<file path="config.mk">
export PLATFORM = sky130hd
export DESIGN_NAME = axis_stage_scheduler
export DESIGN_NICKNAME = d
export VERILOG_FILES = /design/src/rtl/axis_stage_scheduler.sv
export SDC_FILE = /design/constraint.sdc
export NUM_CORES = 1
export LEC_CHECK = 0
export CORE_UTILIZATION = 45
export DETAILED_ROUTE_END_ITERATION = 7
export GPL_TIMING_DRIVEN = 0
export PLACE_DENSITY = 0.73
export REMOVE_ABC_BUFFERS = 1
export SYNTH_ARGS = -nofsm -noshare
export SYNTH_HDL_FRONTEND = slang
export SYNTH_SLANG_ARGS = --single-unit
</file>
<file path="constraint.sdc">
create_clock -name clk -period 2.4 [get_ports clk]
set_input_delay 0.48 -clock clk [delete_from_list [all_inputs] [get_ports clk]]
set_output_delay 0.48 -clock clk [all_outputs]
set_load 0.05 [all_outputs]
</file>
<file path="src/rtl/axis_stage_scheduler.sv">
// Sequences a chain of AXI-Stream buffer stages for one CNN inference:
// start handshake per stage, wait for its last beat, then move on.
module axis_stage_scheduler #(
    parameter int NUMSTAGES = 3,
    parameter int TIMEOUT   = 4096,
    parameter int CNTWIDTH  = 16,
    localparam int SW = (NUMSTAGES > 2) ? $clog2(NUMSTAGES) : 1,
    localparam int TW = (TIMEOUT > 2) ? $clog2(TIMEOUT) : 1
) (
    input  logic                 clk,
    input  logic                 rst,
    input  logic                 go,
    input  logic                 err_clr,
    output logic [NUMSTAGES-1:0] stage_start,
    input  logic [NUMSTAGES-1:0] stage_startAck,
    input  logic [NUMSTAGES-1:0] stage_mLast,
    output logic                 busy,
    output logic                 done,
    output logic                 error,
    output logic [SW-1:0]        cur_stage,
    output logic [CNTWIDTH-1:0]  frame_cnt
);

    typedef enum logic [2:0] {
        IDLE,
        REQ,
        REL,
        RUN,
        NEXT,
        DONE,
        ERR
    } state_t;

    localparam logic [SW-1:0] LAST = SW'(NUMSTAGES - 1);
    localparam logic [TW-1:0] TLIM = TW'(TIMEOUT - 1);

    state_t               state;
    logic [SW-1:0]        k;
    logic [TW-1:0]        tcnt;
    logic                 err_q;
    logic [CNTWIDTH-1:0]  frames;
    logic                 ack_k;
    logic                 mlast_k;

    // Only the active stage's handshake inputs are ever looked at.
    assign ack_k   = stage_startAck[k];
    assign mlast_k = stage_mLast[k];

    always_ff @(posedge clk) begin
        if (rst) begin
            state  <= IDLE;
            k      <= '0;
            tcnt   <= '0;
            err_q  <= 1'b0;
            frames <= '0;
        end else begin
            unique case (state)
                IDLE: begin
                    if (go) begin
                        state <= REQ;
                        k     <= '0;
                    end
                end
                REQ: begin
                    if (ack_k) state <= REL;
                end
                REL: begin
                    if (!ack_k) begin
                        state <= RUN;
                        tcnt  <= '0;
                    end
                end
                RUN: begin
                    // A last beat on the final allowed cycle still counts.
                    if (mlast_k) begin
                        state <= NEXT;
                    end else if (tcnt == TLIM) begin
                        state <= ERR;
                        err_q <= 1'b1;
                    end else begin
                        tcnt <= tcnt + 1'b1;
                    end
                end
                NEXT: begin
                    if (k == LAST) begin
                        state <= DONE;
                    end else begin
                        k     <= k + 1'b1;
                        state <= REQ;
                    end
                end
                DONE: begin
                    frames <= frames + 1'b1;
                    k      <= '0;
                    state  <= IDLE;
                end
                ERR: begin
                    if (err_clr) begin
                        err_q <= 1'b0;
                        k     <= '0;
                        state <= IDLE;
                    end
                end
                default: state <= IDLE;
            endcase
        end
    end

    assign stage_start = (state == REQ) ? (NUMSTAGES'(1) << k) : '0;
    assign busy        = (state != IDLE) && (state != ERR);
    assign done        = (state == DONE);
    assign error       = err_q;
    assign cur_stage   = k;
    assign frame_cnt   = frames;

endmodule

</file>
; Word-level counts from Yosys, hierarchy flattened
; Index checks and enable logic that the tools add are counted.
; W data, S select, Z words.
[op_classes]
n_addsub = 3
mul = 0
div_mod_pow = 0
magnitude_cmp = 1
eq_ne = 18
n_shift = 1
n_mux = 25
bitwise_logic = 0
reduce_logical = 10
[op_table]
columns = operator, n
row1 = $mux W12, 3
row2 = $mux W3, 8
row3 = $pmux W12 S2, 1
row4 = $pmux W3 S6, 1
row5 = $add A16 B1 Y16 const B, 1
row6 = $ne A2 B2 Y1 const B, 8
row7 = $add A12 B1 Y12 const B, 1
row8 = $eq A12 B12 Y1 const B, 1
row9 = $reduce_and A4 Y1, 3
row10 = $eq A3 B3 Y1 const B, 3
row11 = $pmux W2 S4, 1
row12 = $eq A3 B2 Y1 const B, 2
row13 = $mux W2, 3
row14 = $ne A3 B3 Y1 const B, 2
row15 = $mux W1, 5
row16 = $reduce_and A5 Y1, 1
row17 = $bmux W1 S2, 2
row18 = $reduce_bool A2 Y1, 2
row19 = $reduce_bool A4 Y1, 1
row20 = $eq A3 B1 Y1 const B, 1
row21 = $logic_not A3 Y1, 1
row22 = $lt A2 B3 Y1 const B, 1
row23 = $reduce_bool A3 Y1, 1
row24 = $shl A1 B2 Y3 const A, 1
row25 = other kinds (4), 4
[totals]
regBits = 34
latch_bits = 0
mem_bits_rw = 0
romBits = 0
input_bits = 10
out_inout_bits = 24
elab_cells = 63
memories = 0

; Logic depth before layout (Yosys ltp)
[depth]
word_depth = 4
ltp_mapped = 7
depth_no_buf = 6

; Least setup slack after synthesis
; Ideal clock, no wire load.
[synth_timing]
path_kind = register to register
start = register k[0] (netlist: cur_stage[0])
end = register tcnt[7]
setup_ns = 0.070
arrival_ns = 2.080
required_ns = 2.330
slack_ns = 0.249
path_stages_with_launch = 7
n_path_buf = 1
synth_period_minus_slack_ns = 2.151
path_cell_list = dfxtp_1 buf_6 mux2i_1 o21ai_1 a22o_1 or4_1 a21oi_1
[synth_via]
elab_chain_len = 4
word_cells_on_any_way = 7
classes_between = eq/ne: 2 / mux: 4 / reduce/logical: 1
[synth_lines]
columns = item, line_no
row1 = from (decl), 38  ; logic [SW-1:0] k;
row2 = from (signal assigned), 88  ; k <= k + 1'b1;
row3 = "$bmux W1 S2, on equally long branches", "47, 46"
row4 = "$mux W1, on equally long branches", "47, 46"
row5 = $ne A2 B2 Y1 (no source line), -
row6 = $reduce_and A4 Y1 (no source line) *, -
row7 = to (signal assigned), 81  ; tcnt <= tcnt + 1'b1;
row8 = to (decl), 39  ; logic [TW-1:0] tcnt;
; Every way passes the cells marked *; elsewhere a longest branch is shown, timed or not. The select of a mux whose other input is x is not followed.
; A chain may end at the register's enable or synchronous reset.

; Worst setup path in the final report
[layout_timing]
start = register state[2]
end = output port stage_start[1]
[layout_via]
elab_chain_len = 2
[layout_lines]
columns = item, line_no
row1 = from (decl), 37  ; state_t state;
row2 = from (signal assigned), 51  ; state <= IDLE;
row3 = from (signal assigned), 60  ; state <= REQ;
row4 = from (signal assigned), 65  ; if (ack_k) state <= REL;
row5 = $eq A3 B1 Y1, 109  ; assign stage_start = (state == REQ) ? (NUMSTAGES'(1) << k) : '0;
row6 = $mux W3, 109
row7 = to (decl), 14  ; output logic [NUMSTAGES-1:0] stage_start,
; Every way passes these cells.

==> results.md <==
* Slowest stage delay, CP at 0.52 ns
* Dpl hpwl at ~2600 um
* Leakage at 0.770 nW
* Drt pass-1 iters at 4
* Tmin final at 2.21 ns
* Clk pwr share at between 20% and 30%
* F_max at 452 MHz
* Final instance count without filler cells at a little under 300
* Clk_lat worst skew at approximately 0.29 ns
* Fill count at 374
* Yosys reg bits at 34
* Post-synthesis adder-cell area fraction at between 3 and 4%
* Xor/xnor share of the synthesized area at 8.30%
* Post-synth top flop: dfxtp_1
* Synth Area in Compound Gates at 15.6%
* Setup WS pre-CTS at -0.0317 ns
* Critical path's top delay family: buffers and inverters
* Number of global-route vias before repair at 1410
* Ys async rst share at 0%
* Gr usage total at 19.1%
* Post CTS Setup Buffer Count at 0
* Max Clock Skew at 0.00456 ns
* CTS Sinks at 34
* NumNets Final at 257
* # setup viols final at 0
* DIE WIDTH at between 60 and 70 um
* CP endpoint kind: primary output
* Psw at 0.000472 W
* Core area at 3740 um2
* Syn Area/Cell at 8.42 um2
* HP Class: reg -> reg
* Worst Setup Path Type: reg -> out
* Register area share after synthesis at 38.0%
* Synthesized instance count at 213
* Pins over their slew limit at 0
* Power per Cell Area at ~640 nW/um2
* First-pass GRT wire length at between 6000 and 7000 um
* Setup tns final at 0 ns
* Num ports at 34
* GRT overflow at 0
* Worst-Margin Slew at 0.922 ns
* Main combinational cell family by area after synthesis: simple AND/OR/NAND/NOR gates
* Number of diodes at 0
* Area share of the largest cell type after synthesis at a little under two fifths
* Starting density of the core at 47.9%
* Register area at 683 um2
* Worst relative slew slack at 38.3%
* Slowest CP cell: dlygate4sd2_1
* Layout cells sized above 1 at 4.56%
* RSZ-0062 raised after global routing: false
* Drt drc at 0
* VDD IR-drop max at 0.665 mV
* Crit path DAT at 1.73 ns
* Min setup slack post-route at 0.189 ns
* Required time worst endpoint at approximately 1.9 ns
* Gate power share at 23.4%
* Vias per std cell at about 5.5
* Pin count of the biggest net entering global routing at 26
* Switching Fraction at around a third
* Post-Syn Area at 1790 um2
* Cell row count at 22
* Hold_buf cts at 0
* Fin. Hold Viols at 0
* Post-DR wirelength/cell at 13.1 um
* Max-Cap Viols at 0
* Iter 0 DRT Violations at 88
* Post-synthesis simple-gate area fraction at 28.1%
* Dpl cells at 283
* Post-synth EDFFs at 0
* Full die area at roughly 4200 um2
* Max clock buf depth at 2
* Int Power at approximately 0.00094 W
* Area Overhead vs Synth at 23.0%
* ANT nets after route at 0
* Worst setup SP type: flop
* Synth warnings at 0
* DRT Wirelength at 3780 um
* R2r startpoint: cur_stage[0]
* Crit path from: state[2]
* Reg clk slew, reported paths at around 0.07 ns
* Mux cell area share after synthesis at 2.23%
* Period utilisation layout at 92.1%
* Die Span Y at approximately 65 um
* CTS tree: built
* Worst Hold Launch: tcnt[10]
* Sequential power share at between 40% and 50%
* Vias at ~1600
* Yosys cell types at 45
* Max H-tree Level at 2
* IO Port Bufs at 33
* Area leader, netlist: dfxtp_1
* CTS root buf: clkbuf_8
* Status: finished clean
* Multi-input logic area at a little over 1000 um2
* Worst path bufs/invs at 1
* GPL Wtd Cong at 0.819
* CTS buffer count at 5
* Critical path, cell by cell: nor2_1, and3_1, dlygate4sd2_1
* Synth top area cells: dfxtp_1 (38%), nor2_1 (6.1%), xor2_1 (5.4%), a21oi_1 (4.2%), nand3_1 (3.6%)
* Final core utilization at 58.9%
* Initial antenna violation count at 0
* Top fanout value on the critical path at 11
## cells by family (layout without fill, tap and decap cells)
family / after synthesis / in the layout
AOI/OAI and AO/OA: 42 / 42
xor gates and xnor gates: 17 / 17
adders and majority gates: 5 / 5
buffers and inverters: 16 / 44
DFF: 34 / 34
muxes: 4 / 4
and+or+nand+nor: 95 / 95
## layer usage
layer / GRT usage (%) / vias up / share of wire, %
li1: - / 827 / -
met1: 25.5 / 740 / 50
met2: 29.0 / 21 / 45
met3: 4.17 / 7 / 2.8
met4: 8.97 / 0 / 1.7
met5: 0 / - / 0
## metrics by stage
| step | cell area, um2 | hold slack [ns] | total power, W |
|---|---|---|---|
| finish | 2200 | 0.479 | 0.00141 |
| global route | 2200 | 0.520 | 0.00147 |
| CTS | 2200 | 0.482 | 0.00141 |
| detailed placement | 2130 | 0.475 | 0.00101 |
| global placement | 2130 | 0.468 | 0.00101 |
| floorplan | 1740 | 0.452 | 0.000895 |
## worst reg2reg max path, cell delays in order (launching register included)
cell and delay (ns):
dfxtp_1 0.51, mux2i_1 0.29, o211ai_1 0.17, a22o_1 0.41
or4_1 0.56, a21oi_1 0.14
## final timing paths
path | end | slack (ns) | cells after the start
max reg2reg | tcnt[7] | 0.26 | 5
min | tcnt[10] | 0.48 | 2
max | stage_start[1] | 0.19 | 3
min reg2reg | tcnt[10] | 0.48 | 2
## flip-flops by register name, summed over array words and instances (netlist names)
signal and cells:
frame_cnt 16, tcnt 12, state 3, error 1, cur_stage 2
## cells in the final DEF, fill, tap and decap left out, types with 3 or more instances in the layout
master	n
o21ai_0	5
nor2_1	29
a21oi_1	15
dfxtp_1	32
nand2_1	7
nand4_1	7
inv_1	5
and3_1	8
nand3_1	13
nor3_1	5
dlygate4sd2_1	5
nand2b_1	3
or3_1	4
mux2i_1	4
nand3b_1	4
ha_1	5
xor2_1	11
clkbuf_8	6
clkdlybuf4s50_1	28
or4_1	4
o31ai_1	5
xnor2_1	6
## cell usage after synthesis (2+ instances only)
cell type / number
a21oi_1: 15
dfxtp_1: 34
nand2_1: 7
mux2i_1: 4
a221oi_1: 2
nor4_1: 2
a22oi_1: 2
or3_1: 4
buf_6: 2
nor3_1: 5
clkbuf_1: 8
o21ai_0: 5
nor2b_1: 2
nor2_1: 29
and3_1: 8
xor2_1: 11
nand3_1: 13
nand2b_1: 3
xnor2_1: 6
or4_1: 4
nand3b_1: 4
ha_1: 5
inv_1: 5
and2_1: 2
o31ai_1: 5
nand4_1: 7
## power by group through the flow
| stage | Sequential, W | Clock [W] | Combinational [W] |
|---|---|---|---|
| 3_3_place_gp | 0.000667 | 0 | 0.000342 |
| 2_1_floorplan | 0.000647 | 0 | 0.000247 |
| 6_report | 0.000659 | 0.000419 | 0.000330 |
| 4_1_cts | 0.000653 | 0.000428 | 0.000332 |
| 3_5_place_dp | 0.000665 | 0 | 0.000346 |
| 5_1_grt | 0.000664 | 0.000446 | 0.000360 |
## final cells by class
class	instances	share of cell area, %
multi-input cells	163	47.0
flip-flops and latches	34	31.0
repair buffers	33	14.7
clock buffers	6	3.75
well taps	48	2.72
inverters	5	0.851
## timing repair
item / 4_1_cts / 5_1_grt
gates cloned: 0 / 0
setup endpoints to repair: 5 / 2
gates resized for setup: 5 / 2
(Power assumes the default switching activity.)
